File: config.mk
export PLATFORM = sky130hd
export DESIGN_NAME = mean_window
export DESIGN_NICKNAME = d
export VERILOG_FILES = /design/src/rtl/mean_pkg.sv /design/src/rtl/mean_lane_adder.sv /design/src/rtl/mean_window.sv
export SDC_FILE = /design/constraint.sdc
export NUM_CORES = 1
export LEC_CHECK = 0
export ABC_AREA = 1
export BUFFER_PORTS_ARGS = -buffer_cell sky130_fd_sc_hd__buf_2
export CAP_MARGIN = 40
export CELL_PAD_IN_SITES_DETAIL_PLACEMENT = 1
export CELL_PAD_IN_SITES_GLOBAL_PLACEMENT = 2
export CORE_ASPECT_RATIO = 1.5
export CORE_MARGIN = 1.5
export CORE_UTILIZATION = 27
export DETAILED_ROUTE_END_ITERATION = 10
export GPL_TIMING_DRIVEN = 1
export PLACE_DENSITY = 0.79
export REMOVE_ABC_BUFFERS = 1
export SETUP_SLACK_MARGIN = 0.4
export SLEW_MARGIN = 5
export SYNTH_ARGS = -nofsm -noshare
export SYNTH_HDL_FRONTEND = slang
export SYNTH_SLANG_ARGS = --single-unit
export TNS_END_PERCENT = 100
File: constraint.sdc
create_clock -name clk -period 4.35 [get_ports clk]
set_input_delay 0.6525 -clock clk [delete_from_list [all_inputs] [get_ports clk]]
set_output_delay 0.6525 -clock clk [all_outputs]
set_load 0.02 [all_outputs]
File: src/rtl/mean_pkg.sv
// Shared types and width helpers for the windowed lane-mean datapath.
// Latency: n/a (compile-time package only).
// Backpressure: n/a.
// Contents: round_mode_e, lane_sum_w/acc_w width helpers, clamp_log2.
package mean_pkg;

  typedef enum logic {
    TRUNC = 1'b0,
    RHU   = 1'b1
  } round_mode_e;

  // Width of the zero-extended sum of all lanes in one beat.
  function automatic int lane_sum_w(input int bus, input int data);
    return data + $clog2(bus);
  endfunction

  // Accumulator width that holds a full window of the largest size.
  function automatic int acc_w(input int bus, input int data, input int max_log2);
    return lane_sum_w(bus, data) + max_log2;
  endfunction

  // Window sizes beyond the supported maximum fall back to the maximum.
  function automatic int clamp_log2(input int v, input int max_log2);
    return (v > max_log2) ? max_log2 : v;
  endfunction

endpackage

File: src/rtl/mean_lane_adder.sv
// Combinational sum of all lanes of one beat, zero-extended to LANE_SUM_W.
// Latency: 0 cycles (pure combinational).
// Backpressure: none; follows its inputs.
// Ports: i_data (lanes, unpacked), o_sum (lane sum).
module mean_lane_adder
  import mean_pkg::*;
#(
  parameter  int BUS_WIDTH  = 4,
  parameter  int DATA_WIDTH = 6,
  localparam int LANE_SUM_W = lane_sum_w(BUS_WIDTH, DATA_WIDTH)
) (
  input  logic [DATA_WIDTH-1:0] i_data [0:BUS_WIDTH-1],
  output logic [LANE_SUM_W-1:0] o_sum
);

  logic [LANE_SUM_W-1:0] w_sum;

  always_comb begin
    w_sum = '0;
    for (int i = 0; i < BUS_WIDTH; i++) begin
      w_sum = w_sum + LANE_SUM_W'(i_data[i]);
    end
  end

  assign o_sum = w_sum;

endmodule

File: src/rtl/mean_window.sv
// Streaming mean over a 2^k-beat window of BUS_WIDTH-lane beats, truncated or round-half-up.
// Latency: 1 cycle from acceptance of the final beat of a window to o_valid.
// Backpressure: single output register; i_ready = !o_valid || o_ready.
// Ports: clk/rst_n, cfg_log2_beats/cfg_round (latched per window), i_clear,
//        i_valid/i_ready/i_data (input beats), o_valid/o_ready/o_data (window mean).
module mean_window
  import mean_pkg::*;
#(
  parameter int BUS_WIDTH      = 4,
  parameter int DATA_WIDTH     = 6,
  parameter int MAX_LOG2_BEATS = 4
) (
  input  logic                                    clk,
  input  logic                                    rst_n,
  input  logic [$clog2(MAX_LOG2_BEATS+1)-1:0]     cfg_log2_beats,
  input  logic                                    cfg_round,
  input  logic                                    i_clear,
  input  logic                                    i_valid,
  output logic                                    i_ready,
  input  logic [DATA_WIDTH-1:0]                   i_data [0:BUS_WIDTH-1],
  output logic                                    o_valid,
  input  logic                                    o_ready,
  output logic [DATA_WIDTH-1:0]                   o_data
);

  localparam int LANE_SUM_W = lane_sum_w(BUS_WIDTH, DATA_WIDTH);
  localparam int ACC_W      = acc_w(BUS_WIDTH, DATA_WIDTH, MAX_LOG2_BEATS);
  localparam int CNT_W      = MAX_LOG2_BEATS + 1;
  localparam int LOG2_W     = $clog2(MAX_LOG2_BEATS + 1);
  localparam int BUS_LOG2   = $clog2(BUS_WIDTH);
  localparam int SHIFT_W    = $clog2(ACC_W + 1);

  generate
    if ((BUS_WIDTH < 1) || ((BUS_WIDTH & (BUS_WIDTH - 1)) != 0)) begin : g_bad_bus
      $fatal(1, "mean_window: BUS_WIDTH must be a power of 2");
    end
  endgenerate

  logic [ACC_W-1:0]      r_acc;
  logic [CNT_W-1:0]      r_beat_cnt;
  logic [LOG2_W-1:0]     r_win_log2;
  round_mode_e           r_win_round;
  logic                  r_o_valid;
  logic [DATA_WIDTH-1:0] r_o_data;

  logic [LANE_SUM_W-1:0] w_lane_sum;
  logic                  w_accept;
  logic                  w_first;
  logic [LOG2_W-1:0]     w_cfg_clamped;
  logic [LOG2_W-1:0]     w_eff_log2;
  round_mode_e           w_eff_round;
  logic [CNT_W-1:0]      w_last_cnt;
  logic                  w_final;
  logic [SHIFT_W-1:0]    w_shift;
  logic [ACC_W-1:0]      w_bias;
  logic [ACC_W-1:0]      w_total;
  logic [DATA_WIDTH-1:0] w_mean;

  mean_lane_adder #(
    .BUS_WIDTH  (BUS_WIDTH),
    .DATA_WIDTH (DATA_WIDTH)
  ) u_lane_adder (
    .i_data (i_data),
    .o_sum  (w_lane_sum)
  );

  assign i_ready  = !r_o_valid || o_ready;
  assign w_accept = i_valid && i_ready;
  assign w_first  = (r_beat_cnt == '0);

  // On the first beat of a window the live config applies directly, so a
  // one-beat window closes on the same beat that latches its settings.
  assign w_cfg_clamped = LOG2_W'(clamp_log2(int'(cfg_log2_beats), MAX_LOG2_BEATS));
  assign w_eff_log2    = w_first ? w_cfg_clamped : r_win_log2;
  assign w_eff_round   = w_first ? round_mode_e'(cfg_round) : r_win_round;

  assign w_last_cnt = (CNT_W'(1) << w_eff_log2) - CNT_W'(1);
  assign w_final    = (r_beat_cnt == w_last_cnt);

  // Divide by lanes * beats; half an LSB of bias gives round-half-up.
  assign w_shift = SHIFT_W'(BUS_LOG2) + SHIFT_W'(w_eff_log2);
  assign w_bias  = ((w_eff_round == RHU) && (w_shift != '0))
                 ? (ACC_W'(1) << (w_shift - SHIFT_W'(1))) : '0;
  // Sum stays below 2^(shift+DATA_WIDTH), so it fits ACC_W and the mean fits DATA_WIDTH.
  assign w_total = r_acc + ACC_W'(w_lane_sum) + w_bias;
  assign w_mean  = DATA_WIDTH'(w_total >> w_shift);

  always_ff @(posedge clk or negedge rst_n) begin
    if (!rst_n) begin
      r_acc       <= '0;
      r_beat_cnt  <= '0;
      r_win_log2  <= '0;
      r_win_round <= TRUNC;
      r_o_valid   <= 1'b0;
      r_o_data    <= '0;
    end else begin
      if (w_accept && w_first) begin
        r_win_log2  <= w_cfg_clamped;
        r_win_round <= round_mode_e'(cfg_round);
      end

      // Clear drops the partial window and any beat accepted alongside it.
      if (i_clear) begin
        r_acc      <= '0;
        r_beat_cnt <= '0;
      end else if (w_accept) begin
        if (w_final) begin
          r_acc      <= '0;
          r_beat_cnt <= '0;
        end else begin
          r_acc      <= r_acc + ACC_W'(w_lane_sum);
          r_beat_cnt <= r_beat_cnt + CNT_W'(1);
        end
      end

      // A new mean on the same edge as the consumer's accept keeps o_valid high.
      if (w_accept && w_final && !i_clear) begin
        r_o_valid <= 1'b1;
        r_o_data  <= w_mean;
      end else if (o_ready) begin
        r_o_valid <= 1'b0;
      end
    end
  end

  assign o_valid = r_o_valid;
  assign o_data  = r_o_data;

endmodule

---- After elaboration in Yosys (flattened, before gate mapping) ----
Cells that the tools add are included.
storage, ports and cells
  bits in registers ....................... 28
  bits of input ports ..................... 33
  output and inout bits ................... 8
  word-level logic and storage cells ...... 44
operators by class
  $add $sub $neg .......................... 9
  order comparisons ....................... 1
  eq/ne operators ......................... 1
  shift-type cells ........................ 3
  multiplexer cells ....................... 12
  reduce and logical (&&, ||, !) cells .... 12
operators with widths
  kind                    count
  $mux W12                4
  $add A8 B6 Y8           2
  $mux W5                 3
  $add A12 B12 Y12        1
  $add A12 B8 Y12         1
  $shl A1 B4 Y12 const A  1
  $shr A12 B4 Y6          1
  $add A6 B6 Y7           1
  $mux W3                 2
  $add A5 B1 Y5 const B   1
  $eq A5 B5 Y1            1
  $logic_and A1 B1 Y1     5
  $logic_not A5 Y1        1
  $shl A1 B3 Y5 const A   1
  $sub A5 B2 Y5 const B   1
  $add A2 B3 Y4 const A   1
  $reduce_bool A2 Y1      2
  $reduce_bool A4 Y1      1
  $sub A4 B1 Y4 const B   1
  $gt A3 B3 Y1 const B    1
  $mux W1                 3
  $logic_not A1 Y1        2
  $logic_or A1 B1 Y1      1

---- Logic depth before layout (Yosys ltp) ----
  word-level depth ........................ 9
  depth in mapped cells ................... 33

---- By module ----
A second synthesis with hierarchy kept.
unflattened totals
  cell total of the unflattened synthesis .. 494
  area, all modules ....................... 3495.9 µm²
modules (own cells, without submodules)
  module           instances  cells each  area each (µm²)  sequential area each (µm²)
  mean_window      1          417         2915.3           700.7
  mean_lane_adder  1          77          580.6            0.0

---- Worst setup path before layout ----
No wires, ideal clock.
  path type ............................... input port to flip-flop
  start ................................... in i_data[12] in the netlist's numbering
  end ..................................... reg r_o_data[5], in the netlist o_data[5]
  library setup time ...................... 77 ps
  data arrival time ....................... 5419 ps
  data required time ...................... 4273 ps
  path slack .............................. -1147 ps
  cell stages on the path ................. 26
  path buffers ............................ 0
  path through ............................ ha_1 fa_1 inv_1 fa_1 inv_1 ha_1 fa_1 xor2_1 ha_1 a21oi_1 o31ai_1 a21o_1 a21oi_1 nor2_1 o21ai_0 nand2_1 xor2_1 ha_1 a21oi_1 o21ai_0 a221oi_1 nand3_1 and2_1 o21ai_0 inv_1 a21oi_1
on the way
  longest elaborated chain between the ends .. 6
ends and longest elaborated chain
  item                         RTL line               text
  start, declared              mean_window.sv:20      input logic [DATA_WIDTH-1:0] i_data [0:BUS_WIDTH-1],
  $add A6 B6 Y7                mean_lane_adder.sv:21  w_sum = w_sum + LANE_SUM_W'(i_data[i]);
  $add A8 B6 Y8 (2 in series)  mean_lane_adder.sv:21
  $add A12 B8 Y12              mean_window.sv:85      assign w_total = r_acc + ACC_W'(w_lane_sum) + w_bias;
  $add A12 B12 Y12             mean_window.sv:85
  $shr A12 B4 Y6               mean_window.sv:86      assign w_mean = DATA_WIDTH'(w_total >> w_shift);
  end signal, assigned         mean_window.sv:119     r_o_data <= w_mean;
  end, declared                mean_window.sv:44      logic [DATA_WIDTH-1:0] r_o_data;
No other way between the ends.
A chain may end at the register's enable or synchronous reset.

---- Worst setup path in the final report ----
  start ................................... in i_data[12] in the netlist's numbering
  end ..................................... reg r_o_data[1], in the netlist o_data[1]
The elaborated chain is that of the path after synthesis.

==> impl_metrics.toml <==
[route]
num_vias = 3544
drt_iter0_drc = 41
wl_per_cell_um = 14.3
postRouteAntennaNets = 0
finalWirelength_mm = 10.5
drt-vias-per-instance = 4.82
dr.pass1.iters = 4
route.detailed.drc = 0

[layout]
drive_gt1_share_pct = 33.3
diodes = 0
finalNonFillerCells = 736
post-route-cell-area_um2 = 4660
fill_cells = 1514
seqCellArea_um2 = 701
multi_input_area_um2 = 2660
syn_to_final_growth_pct = 37.9
num-nets-final = 663

[timing]
final-max-slew-violation-count = 0
worstMarginPinSlew_ns = 0.721
relSlewSlack_pct = 51.6
setup_ws_ns = -1.09
finalCriticalPeriod_ns = 5.44
final.setup.tns_ns = -6.52
skew_ns = 0.00494
setup_viol = 8
holdWs_ns = 0.411
rsz0062_at_grt = "true"
hold_violations = 0
fmax_mhz = 184
period_share_pct = 125

[yosys]
synth_area_per_cell_um2 = 6.98
synth_most_common_cell = "nand2_1"
syn_inst = 484
yosys.area_share.simple_pct = 30.1
synth_compound_area_share_pct = 12.7
yosys-top-cells-area = "dfrtp_1 21%, ha_1 13%, nand2_1 12%"
yosysTopAreaCell = "dfrtp_1"
synthAdderAreaFrac_pct = 18.7
syn_area_um2 = 3380
synth_common_cells = "107 x nand2_1, 85 x inv_1, 51 x nand3_1"
synth_edf_count = 0
synthArstFlopShare_pct = 100
dominantRegCellSynth = "dfrtp_1"
ys_seq_area_share_pct = 20.7
ys_seq_elements = 28
synthXorXnorAreaFrac_pct = 6.48
synth_top_family_by_area = "simple AND/OR/NAND/NOR gates"
synthMuxAreaShare_pct = 0
synth_warnings = 0
synth.distinct_cells = 39
synth_top_area_share_pct = 20.7

[clock_tree]
clk_latency_ns = 0.27
h-tree-depth = 1
clock_tree.root_cell = "clkbuf_16"
ctsHoldBuffers = 0
numCtsBuffers = 3
cts_tree = "built"
cts_num_sinks = 28
clk_pin_slew_ns = 0.08
cts_max_path_buffers = 2

[power_and_ir_drop]
p_sw_mw = 1.51
seqPwrFrac_pct = 11.2
leakagePower_nw = 2.47
pwr_density_cell_nw_per_um2 = 692
swShare_pct = 46.8
p_comb_share_pct = 81.8
p_clk_share_pct = 7.0
power.internal_mw = 1.72
max-vdd-ir-drop_uv = 233

[grt]
grt_pass1_wl_mm = 17.9
grt_pass1_vias = 3964
grt_overflow = 0
grt_start_max_net_pins = 29
grt_antenna_before_repair = 0
grt_use_total_pct = 17.1

[worst_setup_path]
worstPathRequired_ns = 4.52
cp.depth = 31
critical_path_peak_fanout = 4
worstSetupPathType = "in -> reg"
endpoint_kind = "flip-flop"
cp_top_family = "adder cells"
slowest_delay_ns = 0.52
crit_top_cell = "nand2_1"
path_buf_inv = 6
slowest_stage = "fa_2"
start_kind = "primary input"
rr_worst_depth = 22
cp.arrival_ns = 5.60

[outcome]
status = "complete, but fails checks"
failed_checks = "setup timing"

[flow_run]
drv_cap = 0

[die]
die_area_um2 = 13200
die_w_um = 94.3
io_pins = 41
die_h_um = 140
core-area_um2 = 12100
initial_utilization_pct = 28.0
row_count = 49

[placed_design]
dpl.hpwl_mm = 8.69
port_buffers = 40
place_congestion = 0.844
dpl.cell_count = 725
placed_area_um2 = 4140
place_ws_ns = -1.64

[hold_path]
hold_path_class = "in -> async"
-- path summary, 6_finish.rpt --
check / slack (ns) / to / from
worst min-delay path: 0.41 / r_win_log2[2] / rst_n
worst max register to register: 0.31 / o_data[3] / r_beat_cnt[0]
worst min register to register: 0.48 / o_data[0] / o_data[0]
min in group clk: 0.48 / o_data[0] / o_data[0]
worst max-delay path: -1.09 / o_data[1] / i_data[12]
max in group asynchronous: 3.49 / r_acc[8] / rst_n
-- per-layer routing --
metal	wire length (um)	track usage (%)
met1	3870	16.3
met2	6020	35.4
met3	212	1.25
met4	417	7.54
met5	0	0
-- power by group through the flow --
stage	Sequential (mW)	Combinational [mW]	Clock [mW]
5_1_grt	0.372	2.95	0.242
3_3_place_gp	0.360	2.21	0
4_1_cts	0.362	2.57	0.231
6_report	0.363	2.64	0.226
3_5_place_dp	0.365	2.28	0
2_1_floorplan	0.384	1.30	0
-- stage by stage --
step	util, %	total power [mW]
after floorplan	-	1.69
after global placement	34.2	2.57
after detailed placement	34.2	2.64
after CTS	37.7	3.17
after global routing	38.6	3.57
final	38.6	3.23
-- placed cells by master (no fill, tap or decap), drive strengths merged --
| cell | n |
|---|---|
| o21bai | 2 |
| and2 | 3 |
| clkbuf | 3 |
| clkinv | 1 |
| o22ai | 4 |
| conb | 1 |
| a21o | 5 |
| fa | 9 |
| o21ai | 19 |
| nand4 | 3 |
| a211oi | 1 |
| nor2 | 30 |
| inv | 87 |
| o21a | 1 |
| nand3b | 3 |
| a31oi | 2 |
| a221oi | 1 |
| o31ai | 1 |
| xnor2 | 8 |
| a32o | 7 |
| ha | 36 |
| a21oi | 25 |
| xor2 | 17 |
| or2 | 6 |
| dfrtp | 28 |
| buf | 103 |
| nand2 | 115 |
| nand3 | 52 |
| nor3 | 10 |
-- worst reg2reg max path: cells and delay by family (launching register included) --
kind / cells / cell delay, ns
flip-flops: 1 / 0.43
AND/OR/NAND/NOR: 12 / 1.61
AO/OA/AOI/OAI: 2 / 0.59
adder cells (fa/ha/maj): 3 / 0.82
buffers and inverters: 5 / 0.47
-- state kept, by name (all words and copies together), names as in the netlist --
| signal | count |
|---|---|
| r_win_log2 | 3 |
| r_acc | 12 |
| r_beat_cnt | 5 |
| o_data | 6 |
| r_win_round | 1 |
| o_valid | 1 |
-- cells by family after synthesis --
kind of cell	count (synthesis)
other	1
flip-flops	28
adder cells (fa/ha/maj)	45
AO/OA/AOI/OAI	68
buffers and inverters	95
XOR/XNOR	25
AND/OR/NAND/NOR	222
-- cell type report --
class / count / area share [%]
repair buffers: 103 / 15.0
flip-flops and latches: 28 / 15.0
well taps: 153 / 4.11
clock buffers: 3 / 1.61
multi-input cells: 361 / 57.2
inverters: 88 / 7.12
-- what timing repair did --
action / 4_1_cts / 5_1_grt
pin swaps: 24 / 27
setup buffers: 6 / 2
resized for setup: 57 / 22
endpoints found under the setup margin: 13 / 13
No activity file was read; power rests on OpenSTA's default activity.
